--- config.mk ---
export PLATFORM = sky130hd
export DESIGN_NAME = npc_pc_unit
export DESIGN_NICKNAME = d
export VERILOG_FILES = /design/src/rtl/npc_pc_unit.sv
export SDC_FILE = /design/constraint.sdc
export NUM_CORES = 1
export LEC_CHECK = 0
export CORE_ASPECT_RATIO = 0.7
export CORE_MARGIN = 2
export CORE_UTILIZATION = 50
export CTS_CLUSTER_DIAMETER = 200
export DETAILED_ROUTE_END_ITERATION = 12
export DONT_BUFFER_PORTS = 1
export HOLD_SLACK_MARGIN = 0.06
export PLACE_DENSITY = 0.67
export SYNTH_ARGS = -nofsm -noshare
export SYNTH_HDL_FRONTEND = slang
export SYNTH_SLANG_ARGS = --single-unit
export TNS_END_PERCENT = 100
--- constraint.sdc ---
create_clock -name clk -period 4.6 [get_ports clk]
set_input_delay 0.69 -clock clk [delete_from_list [all_inputs] [get_ports clk]]
set_output_delay 0.69 -clock clk [all_outputs]
set_load 0.03 [all_outputs]
--- src/rtl/npc_pc_unit.sv ---
// -----------------------------------------------------------------------------
// npc_pc_unit
//   Front-of-fetch program counter unit. Holds the architectural PC and
//   selects the next fetch address every cycle from sequential, branch,
//   absolute jump, jump-register and return sources. A small circular
//   return-address stack (RAS) is pushed by jump-and-link and popped by return.
//
// Ports
//   clk, rst       : clock (rising edge) and synchronous active-high reset
//   stall          : hold PC and freeze the RAS
//   jump, link     : absolute jump; with link also push pc+4 onto the RAS
//   jr, ret        : jump to rs_data; with ret pop the RAS instead
//   branch, zero   : conditional branch, taken when both are set
//   instr_index    : 26-bit jump target field
//   imm            : signed branch word offset
//   rs_data        : register jump target
//   pc             : current fetch address (registered)
//   pc_plus4       : pc + 4 (combinational, link write-back value)
//   ras_count      : number of valid RAS entries
//   ras_underflow  : one-cycle pulse, return issued with an empty RAS
//   addr_err       : one-cycle pulse, jump-register target was misaligned
// -----------------------------------------------------------------------------
module npc_pc_unit #(
    parameter int                ADDR_W    = 32,
    parameter logic [ADDR_W-1:0] RESET_PC  = ADDR_W'(32'h0000_3000),
    parameter int                RAS_DEPTH = 4,
    parameter int                IMM_W     = 16,
    localparam int               CNT_W     = $clog2(RAS_DEPTH + 1)
) (
    input  logic              clk,
    input  logic              rst,
    input  logic              stall,
    input  logic              jump,
    input  logic              link,
    input  logic              jr,
    input  logic              ret,
    input  logic              branch,
    input  logic              zero,
    input  logic [25:0]       instr_index,
    input  logic [IMM_W-1:0]  imm,
    input  logic [ADDR_W-1:0] rs_data,
    output logic [ADDR_W-1:0] pc,
    output logic [ADDR_W-1:0] pc_plus4,
    output logic [CNT_W-1:0]  ras_count,
    output logic              ras_underflow,
    output logic              addr_err
);

    // A depth-1 stack still needs a one-bit pointer to keep the code uniform.
    localparam int PTR_W = (RAS_DEPTH > 1) ? $clog2(RAS_DEPTH) : 1;

    logic [ADDR_W-1:0] pc_reg, pc_next;
    logic [CNT_W-1:0]  count_reg, count_next;
    logic [PTR_W-1:0]  top_reg, top_next;
    logic              underflow_reg, underflow_next;
    logic              addr_err_reg, addr_err_next;

    logic [PTR_W-1:0]  top_inc, top_dec;
    logic              push_en;

    logic [ADDR_W-1:0] jump_target;
    logic [ADDR_W-1:0] branch_target;
    logic [ADDR_W-1:0] imm_ext;
    logic [ADDR_W-1:0] jr_target;

    // The return target is needed in the same cycle the return is decoded,
    // so the stack is read asynchronously from a small register array.
    logic [ADDR_W-1:0] ras_mem [RAS_DEPTH];

    assign pc_plus4 = pc_reg + ADDR_W'(4);

    // Absolute jump keeps the current 256 MB region (upper PC bits).
    generate
        if (ADDR_W > 28) begin : g_jump_region
            assign jump_target = {pc_reg[ADDR_W-1:28], instr_index, 2'b00};
        end else begin : g_jump_flat
            assign jump_target = {instr_index, 2'b00};
        end
    endgenerate

    // Word offset, sign-extended to the address width; wraps modulo 2^ADDR_W.
    assign imm_ext       = {{(ADDR_W - IMM_W){imm[IMM_W-1]}}, imm};
    assign branch_target = pc_plus4 + (imm_ext << 2);

    // Circular pointer arithmetic that also works for non-power-of-two depths.
    assign top_inc = (top_reg == PTR_W'(RAS_DEPTH - 1)) ? '0 : top_reg + PTR_W'(1);
    assign top_dec = (top_reg == '0) ? PTR_W'(RAS_DEPTH - 1) : top_reg - PTR_W'(1);

    always_comb begin
        pc_next        = pc_reg;
        count_next     = count_reg;
        top_next       = top_reg;
        underflow_next = 1'b0;
        addr_err_next  = 1'b0;
        push_en        = 1'b0;
        jr_target      = rs_data;

        if (!stall) begin
            if (jr) begin
                if (ret && (count_reg != '0)) begin
                    jr_target  = ras_mem[top_reg];
                    top_next   = top_dec;
                    count_next = count_reg - CNT_W'(1);
                end else begin
                    jr_target      = rs_data;
                    underflow_next = ret;
                end
                // Misaligned register targets are forced to a word boundary.
                pc_next       = {jr_target[ADDR_W-1:2], 2'b00};
                addr_err_next = |jr_target[1:0];
            end else if (jump) begin
                pc_next = jump_target;
                if (link) begin
                    push_en  = 1'b1;
                    top_next = top_inc;
                    // When full the push overwrites the oldest entry, count saturates.
                    if (count_reg != CNT_W'(RAS_DEPTH)) begin
                        count_next = count_reg + CNT_W'(1);
                    end
                end
            end else if (branch && zero) begin
                pc_next = branch_target;
            end else begin
                pc_next = pc_plus4;
            end
        end
    end

    always_ff @(posedge clk) begin
        if (rst) begin
            pc_reg        <= RESET_PC;
            count_reg     <= '0;
            top_reg       <= '0;
            underflow_reg <= 1'b0;
            addr_err_reg  <= 1'b0;
        end else begin
            pc_reg        <= pc_next;
            count_reg     <= count_next;
            top_reg       <= top_next;
            underflow_reg <= underflow_next;
            addr_err_reg  <= addr_err_next;
        end
    end

    // Stack contents need no reset; only the pointer and count matter.
    always_ff @(posedge clk) begin
        if (!rst && push_en) begin
            ras_mem[top_inc] <= pc_plus4;
        end
    end

    assign pc            = pc_reg;
    assign ras_count     = count_reg;
    assign ras_underflow = underflow_reg;
    assign addr_err      = addr_err_reg;

endmodule

==> results.tsv, run 1 <==
metric	value	unit
power.density	380	nW/um2
clkPwrFrac	0.386	
cts_tree	built	
post-cts-setup-buffers	0	
p_comb_frac	0.182	
drv_slew	0	
setup_tns	0	ps
reg2reg_depth	17	
end_kind	flip-flop	
post-route-drc-count	0	
worstSetupPathType	flip-flop to flip-flop	
crit_arrival	4470	ps
largest_reg_flops	120	
synth-simple-area-share	0.105	
r2r_setup_slack	500	ps
pwr-share-seq	0.432	
die_x	163	um
wl	27.2	mm
ys_ff_latch	159	
hold_depth	1	
intPower	2.71	mW
netlist.area_leader.share	0.408	
hpwl	19.2	mm
hold_ws	337	ps
critPathMaxFanout	7	
synth_top_family_by_area	compound AO/OA/AOI/OAI gates	
final_layout_size_suffix_gt1_frac	0.169	
clkSlewWorstSetupHoldPaths	70	ps
pin_count	152	
syn_inst	764	
core	17200	um2
grt-ovfl-total	0	
yosys-top-cells-count	edfxtp_1 (120), a21oi_1 (62), nand2_1 (57)	
cp_slowest_cell	or4_1	
setup_ws	500	ps
synth-compound-area-share	0.170	
dp_slack	563	ps
n_antenna_cell	0	
clkLatencyLatePin	430	ps
synth_edf_count	120	
num_rows	40	
r2r-start	pc[2]$_SDFFE_PP0N_	
outcome	finished, final reports clean	
die_y	115	um
path_cells	ha_1 > nand3_1 > nor3_1 > buf_4 > nand2_1 > nor2_1 > xnor2_1 > ha_1 > a21o_1 > a21o_1 > a21o_1 > a31oi_1 > and2_1 > nand3_1 > and3_1 > or4_1 > nand3_1	
muxShareOfSynthArea	0.0872	
synth_area_leaders	edfxtp_1 (41%), dfxtp_1 (8.8%), mux4_2 (7.7%)	
first_pass_iters	7	
rsz0062_at_grt	false	
synthXorXnorAreaFrac	0.0506	
first_iter_violations	754	
via_count	6872	
dp_cells	1020	
synthArstFlopShare	0	
port_buffers	0	
cp_slowest_stage_delay	520	ps
netlist_area	8820	um2
synthAdderAreaFrac	0.0641	
p_sw_frac	0.288	
grt_pass1_wl	40.2	mm
drtAntennaViolNets	0	
wl_per_cell	25.9	um
instances_no_fill	1052	
cts_buffers	17	
synth.avg_cell_area	11.5	um2
grt_max_degree	36	
viasPerCell	6.53	
hp-start	rst	
timing.rr.end	pc[31]$_SDFFE_PP0P_	
n_fill_cell	1416	
final.min_clock_period	4100	ps
cts.sink_count	159	
yosys.area.top_type	edfxtp_1	
fin_skew	13.0	ps
htree_levels	4	
worst_pin_slew	1240	ps
finalSetupViolCount	0	
slew_headroom	0.170	
cts_resized	0	
critPathLaunchType	flip-flop	
first_global_vias	6611	
antenna_found_initial	0	
clockRootBuffer	clkbuf_16	
area_growth_syn_to_layout	13.5	%
clockBufferDepth	2	
synth.distinct_cells	66	
design.final.nets	935	
hold_class	primary input to flip-flop	
start_util	0.512	
leakage	3.73	nW
yosysMostFrequentCell	edfxtp_1	
fmax	244	MHz
yosysWarnings	0	
die_area	18700	um2
switching_power	1.10	mW
maxCapViolCount	0	
fin_crit_sh	0.891	
ys_seq_area_frac	0.497	
ir_drop	0.000215	V
synth_flop_cell	edfxtp_1	
min_to	ras_count[0]$_SDFFE_PP0P_	
cp_data_required_time	4970	ps
place_congestion	0.957	
grt_usage	0.294	
final-hold-violation-count	0	
cts_hold_buf	0	
## worst max path at each step
stage | cells past startpoint | slack (ps) | from | to
finish | 17 | 500 | pc[2]$_SDFFE_PP0N_ | pc[31]$_SDFFE_PP0P_
global route | 17 | 210 | pc[2]$_SDFFE_PP0N_ | pc[31]$_SDFFE_PP0P_
CTS | 17 | 520 | pc[2]$_SDFFE_PP0N_ | pc[31]$_SDFFE_PP0P_
detailed placement | 17 | 560 | pc[2]$_SDFFE_PP0N_ | pc[31]$_SDFFE_PP0P_
global placement | 17 | 670 | pc[2]$_SDFFE_PP0N_ | pc[28]$_SDFFE_PP0P_
floorplan | 15 | 110 | pc[2]$_SDFFE_PP0N_ | pc[31]$_SDFFE_PP0P_
## placed cells by master, fill, tap and decap left out, drive strengths merged, types with 13 or more instances in the layout
master | netlist | routed
a22oi | 14 | 14
clkbuf | 27 | 20
inv | 18 | 21
nor2 | 54 | 54
nor3 | 13 | 13
a21o | 22 | 22
o21ai | 42 | 42
mux4 | 30 | 30
dfxtp | 39 | 39
xor2 | 17 | 17
ha | 42 | 42
a31oi | 17 | 17
nand2 | 58 | 58
xnor2 | 34 | 34
edfxtp | 120 | 120
buf | 9 | 58
nand3 | 24 | 24
a21oi | 62 | 62
a221oi | 13 | 13
## through the flow
step                      utilization  area [um2]  power, mW
after floorplan                     -        8830       2.16
after global placement          0.547        9410       2.34
after detailed placement        0.547        9410       2.35
after CTS                       0.582       10000       3.81
after global routing            0.582       10000       3.93
final                           0.582       10000       3.81
## power by group through the flow
stage | Sequential, mW | Clock (mW) | Combinational [mW]
after floorplan | 1.69 | 0 | 0.470
after global placement | 1.67 | 0 | 0.669
after detailed placement | 1.67 | 0 | 0.678
after CTS | 1.64 | 1.48 | 0.682
after global routing | 1.65 | 1.53 | 0.746
final | 1.64 | 1.47 | 0.693
## worst max-delay path, delay by kind of cell, from the launching register on
family                   cells  cell delay (ps)
buffers and inverters        1              190
XOR/XNOR                     1              190
AND/OR/NAND/NOR              9             1850
adder cells (fa/ha/maj)      2              580
flip-flops                   1              360
AO/OA/AOI/OAI                4              870
## area by class of cell
cell class	instances	area, um2	share of cell area
well taps	231	289	0.0288
repair buffers	58	435	0.0435
flip-flops and latches	159	4390	0.438
clock buffers	20	447	0.0446
multi-input cells	553	4230	0.423
inverters	19	71.3	0.00712
clock inverters	12	158	0.0157
## per-layer routing
layer / wire length, um / part of all wire / GRT usage / vias to the layer above
met1: 11300 / 0.42 / 0.403 / 3380
met3: 2950 / 0.11 / 0.0873 / 55
met2: 12300 / 0.45 / 0.449 / 408
met4: 627 / 0.023 / 0.103 / 0
met5: 0 / 0 / 0 / -
li1: - / - / - / 3029
## logic make-up (layout without fill, tap and decap cells)
family | Yosys count | count (layout)
simple gates | 193 | 193
mux | 39 | 39
other cells | 1 | 4
flops | 159 | 159
fa+ha+maj | 44 | 44
buf+inv | 55 | 109
compound gates | 222 | 222
xor+xnor | 51 | 51
Power figures use the tool's default switching activity.
==> run 2, diff against run 1 <==
==> constraint.sdc (replaced) <==
create_clock -name clk -period 4.3 [get_ports clk]
set_input_delay 0.645 -clock clk [delete_from_list [all_inputs] [get_ports clk]]
set_output_delay 0.645 -clock clk [all_outputs]
set_load 0.03 [all_outputs]
==> results.tsv, run 2 (synthesis results as in run 1) <==
metric	value	unit	change
end_kind	flip-flop		unchanged
cts_tree	built		unchanged
cts_resized	0		unchanged
place_area	9470	um2	was 9410 um2
clockBufferDepth	2		unchanged
final.min_clock_period	4090	ps	was 4100 ps
final_layout_size_suffix_gt1_frac	0.180		was 0.169
viasPerCell	6.47		was 6.53
antenna_found_initial	0		unchanged
clockRootBuffer	clkbuf_16		unchanged
die_area	18700	um2	unchanged
finalInstanceArea	10100	um2	was 10000 um2
port_buffers	0		unchanged
clkSlewWorstSetupHoldPaths	70	ps	about the same
critPathLaunchType	flip-flop		unchanged
design.final.nets	940		was 935
post-route-drc-count	0		unchanged
start_util	0.512		unchanged
cp_data_required_time	4680	ps	was 4970 ps
outcome	finished, final reports clean		unchanged
drtAntennaViolNets	0		unchanged
grt_max_degree	36		unchanged
power.density	410	nW/um2	was 380 nW/um2
multi_input_comb_area	4250	um2	was 4230 um2
worst_pin_slew	928	ps	was 1240 ps
grt_usage	0.291		was 0.294
hold_class	primary input to flip-flop		unchanged
crit_arrival	4470	ps	about the same
drv_slew	0		unchanged
grt_pass1_wl	39.5	mm	was 40.2 mm
cts_hold_buf	0		unchanged
final-hold-violation-count	0		unchanged
finalSetupViolCount	0		unchanged
critPathMaxFanout	5		was 7
place_congestion	0.976		was 0.957
post-cts-setup-buffers	0		unchanged
cts.sink_count	159		unchanged
wl	26.8	mm	was 27.2 mm
setup_tns	0	ps	unchanged
wl_per_cell	25.4	um	was 25.9 um
ir_drop	0.000238	V	was 0.000215 V
pin_count	152		unchanged
core	17200	um2	unchanged
hpwl	19.0	mm	was 19.2 mm
cts_buffers	17		unchanged
layout_commonest_cell	edfxtp_1		unchanged
maxCapViolCount	0		unchanged
area_growth_syn_to_layout	14.5	%	was 13.5%
fin_crit_sh	0.951		was 0.891
rsz0062_at_grt	false		unchanged
leakage	3.78	nW	was 3.73 nW
grt-ovfl-total	0		unchanged
fin_skew	9.58	ps	was 13.0 ps
clkLatencyLatePin	430	ps	about the same
layout_common_cells	edfxtp_1 (120), buf_4 (63), a21oi_1 (62), nand2_1 (57), nor2_1 (52)		was edfxtp_1 (120), a21oi_1 (62), buf_4 (58), nand2_1 (57), nor2_1 (52)
fmax	245	MHz	was 244 MHz
worstSetupPathType	flip-flop to flip-flop		unchanged
die_x	163	um	unchanged
first_pass_iters	5		was 7
slew_headroom	0.380		was 0.170
largest_reg_flops	120		unchanged
via_count	6834		was 6872
final-seq-area	4390	um2	unchanged
first_global_vias	6624		was 6611
first_iter_violations	790		was 754
n_fill_cell	1436		was 1416
die_y	115	um	unchanged
num_rows	40		unchanged
htree_levels	4		unchanged
n_antenna_cell	0		unchanged
run 2: worst paths after layout:
| path | end | cells past startpoint | start | slack (ps) |
|---|---|---|---|---|
| worst max-delay path | pc[26]$_SDFFE_PP0N_ | 13 | pc[2]$_SDFFE_PP0N_ | 210 |
| worst min register to register | pc[19]$_SDFFE_PP0N_ | 2 | pc[19]$_SDFFE_PP0N_ | 590 |
| worst max register to register | pc[26]$_SDFFE_PP0N_ | 13 | pc[2]$_SDFFE_PP0N_ | 210 |
| worst min-delay path | ras_count[2]$_SDFFE_PP0P_ | 1 | rst | 280 |
run 2: metal layers:
layer  vias up  wire length (um)  global-route usage
met4         0               756               0.112
met5         -                 0                   0
met2       362             11800               0.441
li1       3048                 -                   -
met3        64              2600              0.0808
met1      3360             11600               0.401
run 2: critical path, cell delays in order (launching register included):
cell      delay (ps)
dfxtp_1          340
buf_4            190
nand4_1          250
nor2_1           190
xor2_1           290
ha_1             350
a211o_1          360
a211oi_4         320
o31a_1           250
o21ai_0          280
a21boi_0         500
nor3_1           130
nor4_1           350
o221a_2          240
run 2: report_power, final:
part | internal [mW] | switching, mW | total (mW)
Sequential | 1.69 | 0.0537 | 1.75
Clock | 0.984 | 0.653 | 1.64
Combinational | 0.277 | 0.486 | 0.763
run 2: layout make-up:
type / count / share of cell area
sequential: 159 / 0.434
timing repair buffer: 63 / 0.0468
multi-input combinational: 553 / 0.421
clock buffer: 18 / 0.0425
inverter: 19 / 0.00706
clock inverter: 14 / 0.0199
tap: 231 / 0.0286
run 2: stage by stage:
stage                     worst slack, ps  hold slack (ps)  power, mW  cells  utilization
after floorplan                      10.7              533       2.31    767            -
after global placement                298              557       2.52   1025        0.550
after detailed placement              327              574       2.53   1025        0.550
after CTS                             274              259       4.15   1057        0.586
after global routing                 45.4              262       4.28   1057        0.587
final                                 213              280       4.15   1057        0.587
==> run 3, diff against run 2 <==
--- a/config.mk
+++ b/config.mk
@@ -5,6 +5,7 @@
 export SDC_FILE = /design/constraint.sdc
 export NUM_CORES = 1
 export LEC_CHECK = 0
+export ABC_AREA = 1
 export CORE_ASPECT_RATIO = 0.7
 export CORE_MARGIN = 2
 export CORE_UTILIZATION = 50
==> results.tsv, run 3 <==
metric	value	unit	change
dp_cells	1545		was 1025
syn_inst	1269		was 764
hold_class	primary input to flip-flop		unchanged
n_fill_cell	1784		was 1436
timing.rr.end	pc[13]$_SDFFE_PP1N_		was pc[26]$_SDFFE_PP0N_
cp_top_family	simple AND/OR/NAND/NOR gates		was compound AO/OA/AOI/OAI gates
num_rows	42		was 40
cts_buffers	17		unchanged
fmax	262	MHz	was 245 MHz
worstSetupPathType	flip-flop to flip-flop		unchanged
final_layout_size_suffix_gt1_frac	0.0906		was 0.180
pin_count	152		unchanged
final.min_clock_period	3810	ps	was 4090 ps
cp_slowest_stage_delay	580	ps	was 500 ps
intPower	2.79	mW	was 2.95 mW
netlist.area_leader.share	0.367		was 0.408
grt-ovfl-total	0		unchanged
synth_area_leaders	edfxtp_1 (37%), nand2_1 (12%), dfxtp_1 (8.0%)		was edfxtp_1 (41%), dfxtp_1 (8.8%), mux4_2 (7.7%)
die_area	20800	um2	was 18700 um2
dp_slack	550	ps	was 327 ps
critPathBufInv	3		was 1
htree_levels	4		unchanged
final-hold-violation-count	0		unchanged
yosysMostFrequentCell	nand2_1		was edfxtp_1
cts.sink_count	159		unchanged
clkSlewWorstSetupHoldPaths	70	ps	about the same
first_pass_iters	6		was 5
post-route-drc-count	0		unchanged
grt_pass1_wl	51.7	mm	was 39.5 mm
clockBufferDepth	2		unchanged
fin_crit_sh	0.887		was 0.951
first_iter_violations	1410		was 790
end_kind	flip-flop		unchanged
finalSetupViolCount	0		unchanged
synth.avg_cell_area	7.74	um2	was 11.5 um2
slew_headroom	0.219		was 0.380
via_count	9243		was 6834
clkPwrFrac	0.361		was 0.395
wl	35.2	mm	was 26.8 mm
synth_edf_count	120		unchanged
path_cells	inv_1 > nor3_1 > nand2_1 > nor2_1 > or2_2 > o21ai_0 > inv_1 > ha_1 > nand2_1 > inv_1 > a21oi_1 > nand2_1 > nand2_1 > nand3_1 > o211ai_1 > nand3_1 > nand2_1 > nand2_1		was buf_4 > nand4_1 > nor2_1 > xor2_1 > ha_1 > a211o_1 > a211oi_4 > o31a_1 > o21ai_0 > a21boi_0 > nor3_1 > nor4_1 > o221a_2
yosys.area.top_type	edfxtp_1		unchanged
yosysWarnings	0		unchanged
synth.distinct_cells	44		was 66
pwr-share-seq	0.417		was 0.421
design.final.nets	1427		was 940
drtAntennaViolNets	0		unchanged
power	4.21	mW	was 4.15 mW
netlist_area	9820	um2	was 8820 um2
cp_data_required_time	4620	ps	was 4680 ps
multi_input_comb_area	4730	um2	was 4250 um2
die_x	171	um	was 163 um
crit_top_cell	nand2_1		
fin_util	0.577		was 0.587
r2r_setup_slack	490	ps	was 210 ps
final-seq-area	4390	um2	unchanged
setup_ws	486	ps	was 213 ps
p_sw_frac	0.338		was 0.288
layout_common_cells	nand2_1 (310), nor2_1 (148), inv_1 (145), edfxtp_1 (120), o21ai_0 (116)		was edfxtp_1 (120), buf_4 (63), a21oi_1 (62), nand2_1 (57), nor2_1 (52)
setup_tns	0	ps	unchanged
critPathLaunchType	flip-flop		unchanged
crit_arrival	4130	ps	was 4470 ps
largest_reg_flops	120		unchanged
cp_num_cells	18		was 13
rsz0062_at_grt	false		unchanged
place_congestion	1.05		was 0.976
post-cts-setup-buffers	0		unchanged
cp_slowest_cell	dfxtp_1		was a21boi_0
ir_drop	0.000203	V	was 0.000238 V
layout_commonest_cell	nand2_1		was edfxtp_1
hpwl	26.1	mm	was 19.0 mm
cts_hold_buf	0		unchanged
first_global_vias	8250		was 6624
synthArstFlopShare	0		unchanged
instances_no_fill	1577		was 1057
critPathCapture	pc[13]$_SDFFE_PP1N_		was pc[26]$_SDFFE_PP0N_
die_y	121	um	was 115 um
leakage	4.65	nW	was 3.78 nW
hold_depth	1		unchanged
core	19100	um2	was 17200 um2
yosys-top-cells-count	nand2_1 (310), nor2_1 (154), inv_1 (145)		was edfxtp_1 (120), a21oi_1 (62), nand2_1 (57)
reg2reg_depth	18		was 13
viasPerCell	5.86		was 6.47
synth_flop_cell	edfxtp_1		unchanged
maxCapViolCount	0		unchanged
cp-startpoint	pc[8]$_SDFFE_PP0N_		was pc[2]$_SDFFE_PP0N_
switching_power	1.42	mW	was 1.19 mW
drv_slew	0		unchanged
cts_tree	built		unchanged
ys_ff_latch	159		unchanged
wl_per_cell	22.4	um	was 25.4 um
port_buffers	0		unchanged
start_util	0.515		was 0.512
ys_seq_area_frac	0.447		was 0.497
power.density	383	nW/um2	was 410 nW/um2
grt_usage	0.345		was 0.291
cts_resized	0		unchanged
clkLatencyLatePin	430	ps	about the same
area_growth_syn_to_layout	12.1	%	was 14.5%
antenna_found_initial	0		unchanged
r2r-start	pc[8]$_SDFFE_PP0N_		was pc[2]$_SDFFE_PP0N_
worst_pin_slew	1170	ps	was 928 ps
outcome	finished, final reports clean		unchanged
fin_skew	11.2	ps	was 9.58 ps
n_antenna_cell	0		unchanged
clockRootBuffer	clkbuf_16		unchanged
critPathMaxFanout	6		was 5
grt_max_degree	61		was 36
p_comb_frac	0.222		was 0.184
[run 3: cell types whose count changed after synthesis, moves of 30 or more]
cell,previous run,this run
nor2_1,54,154
mux4_2,30,0
o21ai_0,41,116
inv_1,18,145
a21oi_1,62,93
nand2_1,57,310
[run 3: worst register-to-register path, stage by stage, from the launching register on]
cell,delay (ps)
dfxtp_1,580
inv_1,150
nor3_1,300
nand2_1,110
nor2_1,160
or2_2,130
o21ai_0,150
inv_1,360
ha_1,360
nand2_1,130
inv_1,60
a21oi_1,300
nand2_1,240
nand2_1,110
nand3_1,90
o211ai_1,200
nand3_1,130
nand2_1,90
nand2_1,70
[run 3: cell type report]
class	instances	area share
Clock inverter	14	0.0134
Inverter	147	0.0502
Timing Repair Buffer	56	0.0382
Sequential cell	159	0.399
Clock buffer	18	0.0399
Multi-Input combinational cell	919	0.430
Tap cell	264	0.0300
[run 3: power groups by stage]
stage	registers, mW	clock network, mW	logic [mW]
6_report	1.76	1.52	0.936
5_1_grt	1.76	1.59	1.02
4_1_cts	1.75	1.52	0.912
3_5_place_dp	1.79	0	0.907
3_3_place_gp	1.79	0	0.902
2_1_floorplan	1.81	0	0.575
[run 3: per-layer routing]
metal / global-route usage / vias to the layer above / wire length [um]
met1: 0.509 / 4294 / 15600
met3: 0.128 / 63 / 4790
met5: 0.0205 / - / 56
met2: 0.471 / 541 / 14000
met4: 0.0906 / 2 / 793
li1: - / 4343 / -
[run 3: metrics by stage]
stage	cell area, um2	hold WS, ps
6_report	11000	276
5_1_grt	11000	261
4_1_cts	11000	265
3_5_place_dp	10400	605
3_3_place_gp	10400	596
2_1_floorplan	9830	542
[run 3: cell families (layout without fill, tap and decap cells)]
group | after synthesis | count (layout) | synth area share
xor gates and xnor gates | 25 | 25 | 0.0223
AOI/OAI and AO/OA | 278 | 278 | 0.159
other | 1 | 4 | 0.000382
buffers and inverters | 194 | 235 | 0.0767
DFF | 159 | 159 | 0.447
adders and majority gates | 44 | 44 | 0.0576
and+or+nand+nor | 568 | 568 | 0.238
[run 3: worst min path at each step]
stage                                        from                   endpoint  slack, ps
final                                         rst  ras_count[0]$_SDFFE_PP0P_        280
after global routing                          rst  ras_count[0]$_SDFFE_PP0P_        260
after CTS                                     rst  ras_count[0]$_SDFFE_PP0P_        260
after detailed placement       pc[5]$_SDFFE_PP0N_         pc[5]$_SDFFE_PP0N_        600
after global placement         pc[5]$_SDFFE_PP0N_         pc[5]$_SDFFE_PP0N_        600
after floorplan           top_reg[1]$_SDFFE_PP0P_                  flip-flop        540
